==> config.mk <==
export PLATFORM = sky130hd
export DESIGN_NAME = cd_dma_pack
export DESIGN_NICKNAME = d
export VERILOG_FILES = /design/src/rtl/cd_pkg.sv /design/src/rtl/cd_dma_pack.sv
export SDC_FILE = /design/constraint.sdc
export NUM_CORES = 1
export LEC_CHECK = 0
export BUFFER_PORTS_ARGS = -buffer_cell sky130_fd_sc_hd__buf_4
export CELL_PAD_IN_SITES_DETAIL_PLACEMENT = 1
export CELL_PAD_IN_SITES_GLOBAL_PLACEMENT = 2
export CORE_MARGIN = 5
export CORE_UTILIZATION = 27
export DETAILED_ROUTE_END_ITERATION = 10
export PLACE_DENSITY = 0.77
export SYNTH_ARGS = -nofsm -noshare
export SYNTH_HDL_FRONTEND = slang
export SYNTH_SLANG_ARGS = --single-unit
==> constraint.sdc <==
create_clock -name clk -period 2.1 [get_ports clk]
set_input_delay 0 -clock clk [delete_from_list [all_inputs] [get_ports clk]]
set_output_delay 0 -clock clk [all_outputs]
set_load 0.01 [all_outputs]
==> src/rtl/cd_pkg.sv <==
// Shared CD-ROM data-path types: pack FSM states and FIFO geometry.
// Latency: none (types and constants only).
// Backpressure: n/a.
package cd_pkg;

    typedef enum logic [2:0] {
        IDLE = 3'd0,
        LO   = 3'd1,
        HI   = 3'd2,
        OUT  = 3'd3,
        FIN  = 3'd4
    } cd_pack_state_t;

    localparam int CD_FIFO_BYTES = 16;
    localparam int CD_WORD_BYTES = 4;

endpackage

==> src/rtl/cd_dma_pack.sv <==
// Drains N 32-bit words from the CD byte FIFO via 16-bit pops and hands them to DMA LE-packed.
// Latency: first word valid 3 cycles after start; 3 cycles per word with out_ready held high.
// Backpressure: out_valid/out_data held in OUT until out_ready; no FIFO pops while stalled.
module cd_dma_pack
    import cd_pkg::*;
#(
    parameter int MAX_WORDS = CD_FIFO_BYTES / CD_WORD_BYTES
) (
    input  logic        clk,
    input  logic        rst,
    input  logic        start,
    input  logic [2:0]  len_words,
    input  logic        abort,
    input  logic [15:0] fifo_data,
    input  logic        fifo_empty,
    output logic        fifo_re16,
    output logic        fifo_clr,
    output logic [31:0] out_data,
    output logic        out_valid,
    input  logic        out_ready,
    output logic        busy,
    output logic        done,
    output logic        err
);

    cd_pack_state_t state_q, state_d;
    logic [2:0]     rem_q, rem_d;
    logic [15:0]    lo_half_q, lo_half_d;
    logic [15:0]    hi_half_q, hi_half_d;
    logic           err_q, err_d;
    logic [2:0]     len_clamped;

    // Requests beyond the FIFO depth are trimmed to what the FIFO can hold.
    assign len_clamped = (32'(len_words) > MAX_WORDS) ? 3'(MAX_WORDS) : len_words;

    // State, remaining-word count, captured halves and the registered err pulse.
    always_ff @(posedge clk) begin
        if (rst) begin
            state_q   <= IDLE;
            rem_q     <= 3'd0;
            lo_half_q <= 16'd0;
            hi_half_q <= 16'd0;
            err_q     <= 1'b0;
        end else begin
            state_q   <= state_d;
            rem_q     <= rem_d;
            lo_half_q <= lo_half_d;
            hi_half_q <= hi_half_d;
            err_q     <= err_d;
        end
    end

    // Next-state and outputs; abort overrides everything the normal flow would do.
    always_comb begin
        state_d   = state_q;
        rem_d     = rem_q;
        lo_half_d = lo_half_q;
        hi_half_d = hi_half_q;
        err_d     = 1'b0;
        fifo_re16 = 1'b0;
        fifo_clr  = 1'b0;
        out_valid = 1'b0;
        out_data  = 32'd0;
        done      = 1'b0;

        case (state_q)
            IDLE: begin
                if (start) begin
                    // An empty FIFO at start is a producer error: no reads and no clear.
                    if (fifo_empty) begin
                        err_d = 1'b1;
                    end else if (len_clamped == 3'd0) begin
                        state_d = FIN;
                    end else begin
                        rem_d   = len_clamped;
                        state_d = LO;
                    end
                end
            end
            LO: begin
                lo_half_d = fifo_data;
                fifo_re16 = 1'b1;
                state_d   = HI;
            end
            HI: begin
                hi_half_d = fifo_data;
                fifo_re16 = 1'b1;
                state_d   = OUT;
            end
            OUT: begin
                out_valid = 1'b1;
                out_data  = {hi_half_q, lo_half_q};
                if (out_ready) begin
                    // rem saturates at zero rather than wrapping.
                    if (rem_q != 3'd0) begin
                        rem_d = rem_q - 3'd1;
                    end
                    state_d = (rem_q > 3'd1) ? LO : FIN;
                end
            end
            FIN: begin
                fifo_clr = 1'b1;
                done     = 1'b1;
                state_d  = IDLE;
            end
            default: begin
                state_d = IDLE;
            end
        endcase

        // Abort squashes the in-flight pop, the word and any done, and flushes the FIFO.
        if (abort && (state_q != IDLE)) begin
            state_d   = IDLE;
            rem_d     = 3'd0;
            lo_half_d = lo_half_q;
            hi_half_d = hi_half_q;
            fifo_re16 = 1'b0;
            fifo_clr  = 1'b1;
            out_valid = 1'b0;
            out_data  = 32'd0;
            done      = 1'b0;
        end
    end

    assign busy = (state_q != IDLE);
    assign err  = err_q;

endmodule

==> Yosys cells after proc, flatten, opt, wreduce, memory -nomap -nowiden <==
Index checks and enable logic that the tools add are counted.
Widths: inputs -> output; s select.
{ "classes": {"n_addsub": 1, "n_lt_le_gt_ge": 2, "eq_ne": 9, "muxes": 23, "n_bitwise": 3, "n_reduce_logical": 13} }
{ "op_table": {"columns": ["op", "n"], "rows": [
  ["$mux 32", 2],
  ["$mux 3", 11],
  ["$pmux 3 s4", 1],
  ["$ne 2x2->1 const B", 5],
  ["$mux 1", 8],
  ["$eq 3x2->1 const B", 2],
  ["$logic_not 3->1", 2],
  ["$pmux 3 s2", 1],
  ["$reduce_and 6->1", 1],
  ["$reduce_bool 3->1", 2],
  ["$reduce_and 2->1", 2],
  ["$reduce_or 2->1", 2],
  ["$eq 3x1->1 const B", 1],
  ["$eq 3x3->1 const B", 1],
  ["$gt 3x1->1 const B", 1],
  ["$gt 3x3->1 const B", 1],
  ["$not 1->1", 3],
  ["$reduce_and 3->1", 1],
  ["$reduce_or 3->1", 1],
  ["$sub 3x1->3 const B", 1],
  ["$reduce_bool 2->1", 1],
  ["$logic_and 1x1->1", 1]
]} }
{ "word_totals": {"ff_bits": 39, "input_bits": 25, "out_inout_bits": 38, "word_cells": 56} }

==> Longest topological paths before layout <==
{ "logic_depth": {"word_depth": 7, "depth_mapped": 6} }

==> Least setup slack after synthesis <==
Ideal clock, no wire load.
{ "synth_timing": {"path_type": "register to register", "startpoint": "reg state_q[1]", "endpoint": "reg rem_q[2]", "arrival_time_ps": 1342, "slack_ps": 641, "path_stages_with_launch": 6, "period_less_slack_ps": 1459, "cell_sequence": "dfxtp_1 buf_4 or2_1 o22ai_1 o311ai_1 a32o_1"} }
{ "synth_via": {"elab_chain_len": 3, "word_cells_on_any_way": 13, "classes_between": "eq/ne: 6; mux: 1; reduce/logical: 6"} }
{ "synth_lines": {"columns": ["element", "line", "rtl"], "rows": [
  ["from (decl)", "cd_dma_pack.sv:26", "cd_pack_state_t state_q, state_d;"],
  ["from (signal assigned)", "cd_dma_pack.sv:45", "state_q <= state_d;"],
  ["$eq 3x2->1 (tied with other cells)", "cd_dma_pack.sv:66", "case (state_q)"],
  ["$ne 2x2->1 (no source line) (tied with other cells)", null, null],
  ["$reduce_and 6->1 (no source line) or $reduce_or 2->1 (tied branches)", null, null],
  ["to (signal assigned)", "cd_dma_pack.sv:46", "rem_q <= rem_d;"],
  ["to (decl)", "cd_dma_pack.sv:27", "logic [2:0] rem_q, rem_d;"]
]} }
Parallel ways exist; a longest one is shown, timed or not.
A chain may end at the register's enable or synchronous reset.

==> Worst setup path after layout <==
{ "layout_timing": {"startpoint": "reg state_q[0]", "endpoint": "out out_data[23]"} }
{ "layout_via": {"elab_chain_len": 3, "word_cells_on_any_way": 5, "classes_between": "eq/ne: 1; mux: 2; reduce/logical: 2"} }
{ "layout_lines": {"columns": ["element", "line", "rtl"], "rows": [
  ["$eq 3x2->1 or $reduce_bool 3->1 (tied branches)", "cd_dma_pack.sv:66, cd_dma_pack.sv:112", null],
  ["$mux 32 or $logic_and 1x1->1 (tied branches)", "cd_dma_pack.sv:66, cd_dma_pack.sv:112", null],
  ["$mux 32 (*)", "cd_dma_pack.sv:112", "if (abort && (state_q != IDLE)) begin"],
  ["to (decl)", "cd_dma_pack.sv:18", "output logic [31:0] out_data,"]
]} }
Every way passes the cells marked *; elsewhere a longest branch is shown, timed or not.

==> run summary <==
RSZ-0062 raised after global routing: false
Clk pwr share: 34.9%
routed len/inst: 14.09 um
maximum clock path buffer count: 2
final WL: 5.832 mm
crit path launch type: flip-flop
initial antenna violation count: 0
sequential power share: 48.7%
Cell Area, Synth: 0.001903 mm^2
Least-Margin Pin Slew: 0.6064 ns
Finish-stage setup viols: 0
CTS tree: done
Core Util, Final: 40.00%
leak pwr: 1.115 nW
final global-route overflow total: 0
worst endpoint data arrival time: 1.92 ns
crit-path cells: nand2_1 -> nor3_2 -> buf_4 -> and2_1 -> buf_4
Cell Area, Placed: 0.002447 mm^2
filler cell count: 858
post-layout min period: 1.919 ns
crit end category: output pin
die height: 93.96 um
diode count: 0
clk sinks: 39
HP Class: in -> reg
drt drc: 0
Cells after Synth: 241
library cells used by synthesis: 35
Placed Cells incl. Taps: 388
number of synthesized register bits: 39
syn nets: 269
clock buffers created by TritonCTS: 5
max_cap viols: 0
period utilization: 91.36%
IO Pins: 63
slowest CP cell: dfxtp_1
P&R area growth vs syn: 43.59%
Core Region: 0.006832 mm^2
max_slew headroom: 59.52%
Die Area: 0.008828 mm^2
WS Path Type: reg -> out
RD Place Congestion: 0.7978
initial core utilization: 27.86%
Non-Filler Cell Area, Final: 0.002733 mm^2
Layout Cells excl Fill: 414
worst skew pair latency: 0.29 ns
H-tree Lvls: 2
number of global-route vias before repair: 1832
Post-synth EDFFs: 0
Final Hold Fails: 0
status: finished, final reports clean
IO buf count: 62
Syn Area/Cell: 7.897 um^2
total track usage: 13.46%
final hold slack: 0.05448 ns
maximum vdd drop: 0.3053 mV
Synth Flop Type: dfxtp_1
clock skew: 0.003135 ns
commonest non-fill, non-tap cell in the layout: nand2_1
most used cell, CP: buf_4
Critical Path Max Stage Delay: 0.59 ns
Final nets: 345
layout cells sized above 1: 27.99%
worst path required time: 2.10 ns
largest net degree at the start of global routing: 36
Logic pwr share: 16.4%
ys async rst share: 0%
Antenna Nets Post-Route: 0
P per Cell Area: 599.9 mW/mm^2
P_int: 1.201 mW
clock root buffer: clkbuf_8
std cell rows: 30
most frequent cells in the layout: nand2_1, buf_4, dfxtp_1
Max Freq: 521.2 MHz
Net Switching: 438.5 uW
Seq/Total Area, Yosys: 41.03%
first-pass GRT wire length: 9.328 mm
initial DRC count: 44
Worst-path clk slew: 0.08 ns
Sw Ratio: 26.75%
Final Max Slew Viols: 0
setup_tns: 0 ns
Worst Path Max Fanout: 19
Ys Warns: 0
via density per instance: 4.406
Die Wd: 93.96 um
HPWL Detailed: 4.118 mm
first drt pass iteration count: 4
Via Count: 1824
## per-layer routing
metal	share of wire (%)	routed length (um)	track usage, %	up-vias
met4	0.45	26	3.610	0
met3	4.1	238	3.446	2
met2	47	2770	21.53	38
met1	48	2796	17.92	844
met5	0	0	0	-
li1	-	-	-	940
## cells by family (layout without fill, tap and decap cells)
family                   after synthesis  count (layout)  synth area share [%]
AND/OR/NAND/NOR                      134             134                 37.61
AO/OA/AOI/OAI                         46              46                 14.27
flip-flops                            39              39                 41.03
buffers and inverters                 18              95                 4.536
adder cells (fa/ha/maj)                3               3                 1.973
multiplexers                           1               1                0.5917
## state kept, by name (all words and copies together) (netlist names)
| signal | flops |
|---|---|
| hi_half_q | 16 |
| rem_q | 3 |
| state_q | 3 |
| lo_half_q | 16 |
| err | 1 |
## what timing repair did
action | in CTS | in global routing
hold buffers | 18 | 0
endpoints found under the setup margin | 0 | 6
gates resized for setup | 0 | 1
setup buffers | 0 | 0
endpoints found under the hold margin | 32 | 0
## power groups by stage
stage / sequential (mW) / clock, mW / combinational (mW)
after global placement: 0.814 / 0 / 0.240
after detailed placement: 0.815 / 0 / 0.244
final: 0.798 / 0.573 / 0.269
after CTS: 0.797 / 0.596 / 0.271
after floorplan: 0.800 / 0 / 0.163
after global routing: 0.803 / 0.629 / 0.296
## Yosys cell counts, types with 2 or more instances
master	count	share of area, %
a21oi_1	36	9.5
and2_1	33	11
and3_1	2	0.66
and3b_1	2	0.92
buf_2	6	1.6
buf_4	3	1.2
clkbuf_1	6	1.2
dfxtp_1	39	41
ha_1	3	2.0
inv_1	2	0.39
nand2_1	70	14
nand3b_2	2	1.2
nor2_1	6	1.2
nor2b_1	4	1.3
nor3_1	3	0.79
nor3_2	2	1.1
nor4_2	2	1.3
nor4b_4	2	2.5
o21ai_0	2	0.53
## worst paths after layout
kind	start	endpoint	slack [ns]	depth (start not counted)
hold / removal	out_ready	state_q[1]	0.05	3
setup / recovery	state_q[0]	out_data[23]	0.18	5
setup reg to reg	state_q[0]	rem_q[2]	0.44	4
hold reg to reg	lo_half_q[14]	lo_half_q[14]	0.45	2
## worst max-delay path, delay by kind of cell, from the launching register on
kind                   cells  cell delay (ns)
DFF                        1             0.59
buffers and inverters      2             0.39
and+or+nand+nor            3             0.64
## stage by stage
stage	total power, mW	worst slack [ns]
after global placement	1.054	0.5094
final	1.639	0.1814
after floorplan	0.9631	0.6409
after CTS	1.664	0.1553
after global routing	1.728	0.005943
after detailed placement	1.059	0.4503
## final cells by class
cell class | count | area [um^2] | share of cell area [%]
repair buffers | 85 | 683.2 | 25.00
well taps | 96 | 120.1 | 4.396
inverters | 2 | 7.507 | 0.2747
flip-flops and latches | 39 | 782.0 | 28.62
clock inverters | 1 | 7.507 | 0.2747
multi-input cells | 184 | 1036 | 37.91
clock buffers | 7 | 96.34 | 3.526
Note: power is estimated with default switching activity, not from simulation.
